==> src/rtl/cache_arbiter_pkg.sv <==
// Shared LC-3b types for the memory-side arbiter: the cache line type, the
// arbiter FSM state encoding and the grant-side encoding.
package lc3b_types;

  typedef logic [127:0] lc3b_line;

  typedef enum logic [1:0] {
    ARB_IDLE = 2'd0,
    ARB_I    = 2'd1,
    ARB_D    = 2'd2,
    ARB_TURN = 2'd3
  } lc3b_arb_state;

  typedef enum logic {
    GRANT_I = 1'b0,
    GRANT_D = 1'b1
  } lc3b_arb_grant;

endpackage : lc3b_types

==> src/rtl/arb_grant_sel.sv <==
// Next-grant selection for cache_arbiter. Purely combinational.
// Optional feature: CACHE_ARB_RR_EN -- when defined, a tie between I and D is
// broken in favour of the side not granted last; otherwise D always wins.
module arb_grant_sel
  import lc3b_types::*;
(
  input  logic          i_req_i,
  input  logic          i_req_d,
`ifdef CACHE_ARB_RR_EN
  input  lc3b_arb_grant i_last_grant,
`endif
  output logic          o_valid,
  output lc3b_arb_grant o_grant
);

  // Pick the winner among the pending requesters.
  always_comb begin
    // NOTE: every output gets a default before any branch so no latch is inferred.
    o_valid = i_req_i | i_req_d;
    o_grant = GRANT_D;
`ifdef CACHE_ARB_RR_EN
    if (i_req_i && i_req_d) begin
      o_grant = (i_last_grant == GRANT_D) ? GRANT_I : GRANT_D;
    end else begin
      o_grant = i_req_d ? GRANT_D : GRANT_I;
    end
`else
    o_grant = i_req_d ? GRANT_D : GRANT_I;
`endif
  end

endmodule : arb_grant_sel

==> src/rtl/cache_arbiter.sv <==
// cache_arbiter: shares the single physical-memory port between the I-cache
// and the D-cache. One line transaction is outstanding at a time; the
// memory-side request/address/data come only from registers latched at grant.
// Optional feature: CACHE_ARB_RR_EN -- alternating priority on ties via a
// last_grant register (reset to I). Undefined: fixed D-over-I priority.
module cache_arbiter
  import lc3b_types::*;
#(
  parameter int ADDR_W = 16,
  parameter int LINE_W = 128
) (
  input  logic              clk,
  input  logic              rst,

  input  logic              i_pmem_read,
  input  logic [ADDR_W-1:0] i_pmem_address,
  output logic [LINE_W-1:0] i_pmem_rdata,
  output logic              i_pmem_resp,

  input  logic              d_pmem_read,
  input  logic              d_pmem_write,
  input  logic [ADDR_W-1:0] d_pmem_address,
  input  logic [LINE_W-1:0] d_pmem_wdata,
  output logic [LINE_W-1:0] d_pmem_rdata,
  output logic              d_pmem_resp,

  output logic              pmem_read,
  output logic              pmem_write,
  output logic [ADDR_W-1:0] pmem_address,
  output logic [LINE_W-1:0] pmem_wdata,
  input  logic [LINE_W-1:0] pmem_rdata,
  input  logic              pmem_resp
);

  lc3b_arb_state     r_state;
  lc3b_arb_state     w_next_state;
  logic              r_pmem_read;
  logic              r_pmem_write;
  logic [ADDR_W-1:0] r_addr;
  logic [LINE_W-1:0] r_wdata;

  logic              w_d_pend;
  logic              w_sel_valid;
  lc3b_arb_grant     w_sel_grant;
  logic              w_grant_entry;
  logic              w_busy;

  assign w_d_pend      = d_pmem_read | d_pmem_write;
  assign w_grant_entry = (r_state == ARB_IDLE) && w_sel_valid;
  assign w_busy        = (r_state == ARB_I) || (r_state == ARB_D);

`ifdef CACHE_ARB_RR_EN
  lc3b_arb_grant r_last_grant;

  // Remember which side won the most recent grant for tie-breaking.
  always_ff @(posedge clk or posedge rst) begin
    if (rst) begin
      r_last_grant <= GRANT_I;
    end else if (w_grant_entry) begin
      r_last_grant <= w_sel_grant;
    end
  end
`endif

  arb_grant_sel u_grant_sel (
    .i_req_i      (i_pmem_read),
    .i_req_d      (w_d_pend),
`ifdef CACHE_ARB_RR_EN
    .i_last_grant (r_last_grant),
`endif
    .o_valid      (w_sel_valid),
    .o_grant      (w_sel_grant)
  );

  // FSM state register.
  always_ff @(posedge clk or posedge rst) begin
    // NOTE: sequential state uses non-blocking assignments so every flop samples pre-edge values.
    if (rst) begin
      r_state <= ARB_IDLE;
    end else begin
      r_state <= w_next_state;
    end
  end

  // Next-state selection and the per-side completion pulses.
  always_comb begin
    w_next_state = r_state;
    i_pmem_resp  = 1'b0;
    d_pmem_resp  = 1'b0;
    case (r_state)
      ARB_IDLE: begin
        if (w_sel_valid) begin
          w_next_state = (w_sel_grant == GRANT_D) ? ARB_D : ARB_I;
        end
      end
      ARB_I: begin
        i_pmem_resp = pmem_resp;
        if (pmem_resp) w_next_state = ARB_TURN;
      end
      ARB_D: begin
        d_pmem_resp = pmem_resp;
        if (pmem_resp) w_next_state = ARB_TURN;
      end
      ARB_TURN: begin
        w_next_state = ARB_IDLE;
      end
      default: begin
        w_next_state = ARB_IDLE;
      end
    endcase
  end

  // Grant latch: capture the winner's transaction; drop the request on resp.
  always_ff @(posedge clk or posedge rst) begin
    if (rst) begin
      r_pmem_read  <= 1'b0;
      r_pmem_write <= 1'b0;
      r_addr       <= '0;
      r_wdata      <= '0;
    end else if (w_grant_entry) begin
      if (w_sel_grant == GRANT_D) begin
        // A simultaneous read+write from the D-cache is serviced as a write.
        r_pmem_write <= d_pmem_write;
        r_pmem_read  <= ~d_pmem_write;
        r_addr       <= d_pmem_address;
        r_wdata      <= d_pmem_wdata;
      end else begin
        r_pmem_write <= 1'b0;
        r_pmem_read  <= 1'b1;
        r_addr       <= i_pmem_address;
        r_wdata      <= '0;
      end
    end else if (w_busy && pmem_resp) begin
      r_pmem_read  <= 1'b0;
      r_pmem_write <= 1'b0;
    end
  end

  assign pmem_read    = r_pmem_read;
  assign pmem_write   = r_pmem_write;
  assign pmem_address = r_addr;
  assign pmem_wdata   = r_wdata;

  // Read data is broadcast; each side qualifies it with its own resp.
  assign i_pmem_rdata = pmem_rdata;
  assign d_pmem_rdata = pmem_rdata;

`ifndef SYNTHESIS
  // A D-cache controller should never ask for a read and a write together.
  a_d_rw_exclusive: assert property (@(posedge clk) disable iff (rst)
    !(d_pmem_read && d_pmem_write))
    else $warning("cache_arbiter: d_pmem_read and d_pmem_write both high, serviced as write");
`endif

endmodule : cache_arbiter

==> config.mk <==
export PLATFORM = sky130hd
export DESIGN_NAME = cache_arbiter
export DESIGN_NICKNAME = d
export VERILOG_FILES = /design/src/rtl/cache_arbiter_pkg.sv /design/src/rtl/arb_grant_sel.sv /design/src/rtl/cache_arbiter.sv
export SDC_FILE = /design/constraint.sdc
export NUM_CORES = 1
export LEC_CHECK = 0
export CORE_AREA = 3 3 274 276
export DETAILED_ROUTE_END_ITERATION = 6
export DIE_AREA = 0 0 277 279
export PLACE_DENSITY = 0.35
export SLEW_MARGIN = 25
export SYNTH_ARGS = -nofsm -noshare
export SYNTH_HDL_FRONTEND = slang
export SYNTH_SLANG_ARGS = --single-unit
==> constraint.sdc <==
create_clock -name clk -period 4.5 [get_ports clk]
set_input_delay 0.45 -clock clk [delete_from_list [all_inputs] [get_ports clk]]
set_output_delay 0.45 -clock clk [all_outputs]
set_load 0.05 [all_outputs]
==> impl_metrics.env, run 1 <==
export IMPL_outcome="completed"
export IMPL_setup_reg_to_reg_worst_slack_ns=2.64
export IMPL_ctsResizeCount=0
export IMPL_power_per_cell_area_nw_per_um2=828
export IMPL_rsz0062_at_grt="no"
export IMPL_cts_reportedPaths_clkPinSlew_ns=0.07
export IMPL_finalHoldWorstSlack_ns=0.414
export IMPL_startpoint_type="register"
export IMPL_tightest_slew_ns=0.630
export IMPL_synth_common_cells="sky130_fd_sc_hd__buf_4, sky130_fd_sc_hd__dfrtp_1, sky130_fd_sc_hd__a22o_1"
export IMPL_total_grt_usage_pct=6.38
export IMPL_timing_hold_worst_class="input port to async pin"
export IMPL_post_cts_repair_setup_buffers=0
export IMPL_grt_start_max_net_pins=106
export IMPL_fin_crit_sh_pct=59.1
export IMPL_ys_top_cells_by_area="sky130_fd_sc_hd__dfrtp_1, sky130_fd_sc_hd__buf_4, sky130_fd_sc_hd__a22o_1"
export IMPL_clkSinkCount=148
export IMPL_yosys_register_bits=148
export IMPL_fraction_of_layout_instances_using_a_drive_strength_above_1_pct=6.27
export IMPL_max_cap_viol_count=0
export IMPL_drc=0
export IMPL_detail_route_iter0_violations=169
export IMPL_clockBufferDepth=2
export IMPL_first_global_vias=5209
export IMPL_buffer_ports_inserted=313
export IMPL_synth_flop_cell="sky130_fd_sc_hd__dfrtp_1"
export IMPL_total_leakage_power_nw=4.08
export IMPL_row_count=99
export IMPL_cts_tree="built"
export IMPL_synth_warnings=0
export IMPL_critPathKind="register to output port"
export IMPL_synth_most_common_cell="sky130_fd_sc_hd__buf_4"
export IMPL_routabilityCongestion=0.642
export IMPL_post_synth_cell_area_avg_um2=11.6
export IMPL_synthArstFlopShare_pct=100
export IMPL_timing_hold_violations_final=0
export IMPL_worstPathMaxFanout=4
export IMPL_mappedNetlistArea_um2=7420
export IMPL_synth_seq_area_share_pct=49.9
export IMPL_totalPowerFinal_mw=8.57
export IMPL_syn_instance_count=640
export IMPL_dr_total_vias=4684
export IMPL_synth_edff_count=0
export IMPL_critPathRequiredTime_ns=4.05
export IMPL_drt_pre_antenna_iters=4
export IMPL_clk_skew_ns=0.0110
export IMPL_yosys_area_top_type_share_pct=49.9
export IMPL_cts_max_level=4
export IMPL_initial_core_util_pct=10.2
export IMPL_final_antenna_net_count=0
export IMPL_fmaxAchievable_ghz=0.376
export IMPL_grt_overflow_total=0
export IMPL_finalMaxSlewViolations=0
export IMPL_setup_slack_ns=1.84
export IMPL_timing_setup_tns_ns=0
export IMPL_setup_viol_count_final=0
export IMPL_post_route_util_pct=14.2
export IMPL_synth_cell_type_count=20
export IMPL_synth_largest_area_cell="sky130_fd_sc_hd__dfrtp_1"
export IMPL_ir_worst_vdd_mv=0.280
export IMPL_setup_worst_path_end_class="output port"
export IMPL_synth_net_count=938
export IMPL_final_fill_count=8119
export IMPL_critPathArrivalTime_ns=2.21
export IMPL_antenna_violations_before_repair=2
export IMPL_grt_first_pass_wirelength_mm=35.9
export IMPL_route_final_wire_length_mm=24.3
export IMPL_timing_final_crit_period_ns=2.66
export IMPL_design_core_area_um2=72800
export IMPL_layout_nets=987
export IMPL_detailedPlace_worstSlack_ns=1.90
export IMPL_cell_at_the_root_of_the_clock_tree="sky130_fd_sc_hd__clkbuf_16"
export IMPL_tritoncts_num_buffers=17
export IMPL_fp_dieArea_um2=77300
export IMPL_detail_route_wl_per_cell_um=14.6
export IMPL_place_detailed_hpwl_mm=17.1
export IMPL_num_io_pins=698
export IMPL_cts_hold_buffers=0
export IMPL_die_width_um=277
export IMPL_die_h_um=279
export IMPL_max_slew_headroom_pct=57.8
export IMPL_detail_route_vias_per_cell=2.82
export IMPL_worstSkewPairLatency_ns=0.47
export IMPL_syn_to_final_growth_pct=39.5
-- final timing paths --
kind                                         startpoint                            to  depth (start not counted)
min in group clk           pmem_address[12]$_DFFE_PP0P_  pmem_address[12]$_DFFE_PP0P_                          2
max                              r_state[0]$_DFFE_PP0P_                   d_pmem_resp                          4
max reg2reg                      r_state[0]$_DFFE_PP0P_   pmem_wdata[100]$_DFFE_PP0P_                          5
min                                                 rst    pmem_wdata[36]$_DFFE_PP0P_                          2
max in group asynchronous                           rst   pmem_address[2]$_DFFE_PP0P_                          3
min reg2reg                pmem_address[12]$_DFFE_PP0P_  pmem_address[12]$_DFFE_PP0P_                          2
-- layout by cell type (no fill, tap or decap) --
cell type / count
sky130_fd_sc_hd__diode_2: 1
sky130_fd_sc_hd__o21ai_0: 16
sky130_fd_sc_hd__and2_1: 2
sky130_fd_sc_hd__inv_8: 2
sky130_fd_sc_hd__inv_1: 4
sky130_fd_sc_hd__nor2b_4: 1
sky130_fd_sc_hd__o21ai_1: 1
sky130_fd_sc_hd__buf_4: 2
sky130_fd_sc_hd__mux2_2: 1
sky130_fd_sc_hd__ha_1: 4
sky130_fd_sc_hd__buf_12: 5
sky130_fd_sc_hd__mux2i_1: 18
sky130_fd_sc_hd__clkinv_2: 3
sky130_fd_sc_hd__o31ai_4: 1
sky130_fd_sc_hd__clkbuf_16: 17
sky130_fd_sc_hd__nand2_1: 19
sky130_fd_sc_hd__nor2_2: 1
sky130_fd_sc_hd__a32oi_1: 1
sky130_fd_sc_hd__nand3_1: 2
sky130_fd_sc_hd__dfrtp_1: 148
sky130_fd_sc_hd__a21oi_1: 1
sky130_fd_sc_hd__clkinvlp_4: 1
sky130_fd_sc_hd__bufinv_16: 1
sky130_fd_sc_hd__inv_6: 6
sky130_fd_sc_hd__nor2_1: 1
sky130_fd_sc_hd__clkdlybuf4s50_1: 313
sky130_fd_sc_hd__clkinv_4: 3
sky130_fd_sc_hd__a22o_1: 128
-- stage by stage --
step,instance area [um^2],std cells
floorplan,7420,640
global placement,9780,1629
detailed placement,9780,1629
CTS,10300,1661
global route,10300,1661
finish,10300,1662
-- area by class of cell --
type                            count  area (um^2)  area share [%]
Sequential cell                   148         3700            35.8
Timing Repair Buffer              320         3250            31.4
Multi-Input combinational cell    197         1600            15.5
Tap cell                          959         1200            11.6
Clock buffer                       17          425            4.11
Clock inverter                     15          145            1.40
Inverter                            5         23.8           0.230
Antenna cell                        1         2.50          0.0242
-- state kept, by name, summed over array words and instances (netlist names) --
register / cells
pmem_address: 16
pmem_read: 1
pmem_wdata: 128
pmem_write: 1
r_state: 2
-- per-layer routing --
metal  global-route usage, %  up-vias  part of all wire, %
met2                    9.88      307                   47
met3                    3.32      105                  9.7
met1                    6.49     2220                   37
met4                    5.05        2                  6.5
li1                        -     2050                    -
met5                       0        -                0.053
-- report_power, final --
group | leakage (nW) | total, mW | switching [mW] | internal, mW
logic | 1.94 | 4.81 | 3.10 | 1.72
registers | 1.86 | 2.27 | 0.336 | 1.94
clock network | 0.283 | 1.48 | 0.701 | 0.775
total | 4.08 | 8.57 | 4.13 | 4.43
-- critical path: stages, from the launching register on --
cell and delay [ns]:
sky130_fd_sc_hd__dfrtp_1 0.38, sky130_fd_sc_hd__inv_1 0.12, sky130_fd_sc_hd__ha_1 0.23, sky130_fd_sc_hd__and2_1 0.18, sky130_fd_sc_hd__clkdlybuf4s50_1 0.83
-- cell families (layout without fill, tap and decap cells) --
| family | after synthesis | count (layout) | share of synthesized area, % |
|---|---|---|---|
| other cells | 0 | 1 | 0 |
| fa+ha+maj | 4 | 4 | 0.675 |
| simple gates | 26 | 26 | 1.45 |
| mux | 19 | 19 | 2.58 |
| flops | 148 | 148 | 49.9 |
| buf+inv | 295 | 357 | 28.8 |
| compound gates | 148 | 148 | 16.5 |
No activity file was read; power rests on OpenSTA's default activity.
==> inputs of run 2 (changes only) <==
==> constraint.sdc (replaced) <==
create_clock -name clk -period 2.37 [get_ports clk]
set_input_delay 0.237 -clock clk [delete_from_list [all_inputs] [get_ports clk]]
set_output_delay 0.237 -clock clk [all_outputs]
set_load 0.05 [all_outputs]
==> run 2 against run 1 <==
Non-clock buffer count is 3 higher. Cell count is 0.12% higher. Highest routed layer is now met4. Largest power group unchanged. Global-route usage hardly changed. Clock skew is 0.0033 ns lower. Largest cell class unchanged. Critical path depth is 3 lower.
==> impl_metrics.env, run 2 (synthesis results as in run 1) <==
export IMPL_outcome="completed"
export IMPL_critical_path_startpoint="pmem_wdata[18]$_DFFE_PP0P_"
export IMPL_worstSkewPairLatency_ns=0.47
export IMPL_initial_core_util_pct=10.2
export IMPL_clk_skew_ns=0.00766
export IMPL_setup_reg_to_reg_worst_slack_ns=0.50
export IMPL_timing_hold_violations_final=0
export IMPL_total_grt_usage_pct=6.39
export IMPL_cts_max_level=4
export IMPL_first_global_vias=5158
export IMPL_reg2reg_to="pmem_wdata[109]$_DFFE_PP0P_"
export IMPL_finalMaxSlewViolations=0
export IMPL_drc=0
export IMPL_detail_route_iter0_violations=195
export IMPL_ctsResizeCount=0
export IMPL_power_per_cell_area_nw_per_um2=1570
export IMPL_combPwrFrac_pct=56.3
export IMPL_place_detailed_hpwl_mm=17.4
export IMPL_place_detailed_instances=1632
export IMPL_grt_start_max_net_pins=101
export IMPL_finalHoldWorstSlack_ns=0.183
export IMPL_route_final_wire_length_mm=24.3
export IMPL_ir_worst_vdd_mv=0.634
export IMPL_slowest_stage="sky130_fd_sc_hd__clkdlybuf4s50_1"
export IMPL_largest_register_ff_count=128
export IMPL_cts_hold_buffers=0
export IMPL_cts_reportedPaths_clkPinSlew_ns=0.07
export IMPL_timing_final_crit_period_ns=1.99
export IMPL_clockBufferDepth=2
export IMPL_fraction_of_layout_instances_using_a_drive_strength_above_1_pct=6.81
export IMPL_layout_commonest_cell="sky130_fd_sc_hd__clkdlybuf4s50_1"
export IMPL_detail_route_vias_per_cell=2.80
export IMPL_final_antenna_net_count=0
export IMPL_seqPwrFrac_pct=26.4
export IMPL_final_fill_count=8173
export IMPL_fmaxAchievable_ghz=0.503
export IMPL_grt_overflow_total=0
export IMPL_antenna_violations_before_repair=0
export IMPL_die_h_um=279
export IMPL_rsz0062_at_grt="no"
export IMPL_met2_usage_pct=9.40
export IMPL_die_width_um=277
export IMPL_logic_depth_of_the_worst_setup_path_including_buffers=1
export IMPL_tritoncts_num_buffers=17
export IMPL_destination_of_the_critical_timing_path="pmem_wdata[18]"
export IMPL_dr_total_vias=4655
export IMPL_critical_path_cell_chain="clkdlybuf4s50_1"
export IMPL_use_met3_pct=3.18
export IMPL_total_leakage_power_nw=4.09
export IMPL_max_cap_viol_count=0
export IMPL_row_count=99
export IMPL_syn_to_final_growth_pct=39.9
export IMPL_detailedPlace_worstSlack_ns=0.292
export IMPL_timing_critical_path_max_delay_family="buffers and inverters"
export IMPL_clock_power_share_pct=17.3
export IMPL_r2r_start="r_state[0]$_DFFE_PP0P_"
export IMPL_globalRouteMet1Util_pct=6.86
export IMPL_cts_tree="built"
export IMPL_max_slew_headroom_pct=56.2
export IMPL_grt_first_pass_wirelength_mm=35.7
export IMPL_total_switching_power_mw=7.86
export IMPL_setup_worst_path_end_class="output port"
export IMPL_detail_route_wl_per_cell_um=14.6
export IMPL_final_antenna_diode_count=0
export IMPL_tightest_slew_ns=0.655
export IMPL_post_cts_repair_setup_buffers=0
export IMPL_fp_dieArea_um2=77300
export IMPL_path_buf_inv=1
export IMPL_worstPathMaxFanout=2
export IMPL_startpoint_type="register"
export IMPL_timing_setup_tns_ns=0
export IMPL_crit_path_max_incr_delay_ns=0.91
export IMPL_setup_slack_ns=0.383
export IMPL_setup_viol_count_final=0
export IMPL_drt_pre_antenna_iters=4
export IMPL_mostFrequentLayoutCells="sky130_fd_sc_hd__clkdlybuf4s50_1, sky130_fd_sc_hd__dfrtp_1, sky130_fd_sc_hd__a22o_1, sky130_fd_sc_hd__nand2_1, sky130_fd_sc_hd__mux2i_1"
export IMPL_buffer_ports_inserted=313
export IMPL_design_core_area_um2=72800
export IMPL_power_switching_share_pct=48.3
export IMPL_r2r_worst_path_cells=5
export IMPL_critPathRequiredTime_ns=2.13
export IMPL_cell_at_the_root_of_the_clock_tree="sky130_fd_sc_hd__clkbuf_16"
export IMPL_routabilityCongestion=0.654
export IMPL_critPathArrivalTime_ns=1.75
export IMPL_clkSinkCount=148
export IMPL_grt_most_used_layer="met2"
export IMPL_instances_no_fill=1664
export IMPL_critPathKind="register to output port"
export IMPL_fin_crit_sh_pct=83.8
export IMPL_num_io_pins=698
export IMPL_cellInternalPower_mw=8.42
export IMPL_layout_nets=990
export IMPL_timing_hold_worst_class="input port to async pin"
run 2: cell count changes in the layout (fill, tap and decap cells not counted), sizes merged:
cell,delta
buf,+5
clkbuf,+1
clkdlybuf4s50,-2
clkinv,-3
clkinvlp,+3
diode,-1
inv,-1
run 2: area by class of cell:
type	instances	area, um^2	share of cell area [%]
clock buffer	18	429	4.14
clock inverter	14	141	1.36
inverter	5	22.5	0.217
multi-input combinational	197	1600	15.4
sequential	148	3700	35.7
tap	959	1200	11.6
timing repair buffer	323	3280	31.6
run 2: power by group through the flow:
stage	sequential [mW]	clock, mW	combinational, mW
5_1_grt	4.46	3.10	9.64
3_3_place_gp	4.35	0	9.31
4_1_cts	4.31	3.03	9.34
2_1_floorplan	8.17	0	3.27
6_report	4.30	2.81	9.17
3_5_place_dp	4.32	0	9.34
run 2: stage by stage:
step | util (%) | cell area [um^2] | power (mW)
2_1_floorplan | - | 7420 | 11.4
3_3_place_gp | 13.5 | 9800 | 13.7
3_5_place_dp | 13.5 | 9800 | 13.7
4_1_cts | 14.2 | 10400 | 16.7
5_1_grt | 14.2 | 10400 | 17.2
6_report | 14.2 | 10400 | 16.3
run 2: how the worst min path moves through the flow:
stage,cells after the start,start,endpoint
6_report,2,rst,pmem_wdata[117]$_DFFE_PP0P_
5_1_grt,2,rst,pmem_wdata[24]$_DFFE_PP0P_
4_1_cts,2,rst,pmem_wdata[24]$_DFFE_PP0P_
3_5_place_dp,2,pmem_address[12]$_DFFE_PP0P_,pmem_address[12]$_DFFE_PP0P_
3_3_place_gp,2,pmem_address[5]$_DFFE_PP0P_,pmem_address[5]$_DFFE_PP0P_
2_1_floorplan,1,d_pmem_write,pmem_read$_DFFE_PP0P_
run 2: layer usage:
layer	vias up	share of wire, %
met3	108	9.8
met2	296	46
li1	2058	-
met1	2193	38
met4	0	6.2
met5	-	0
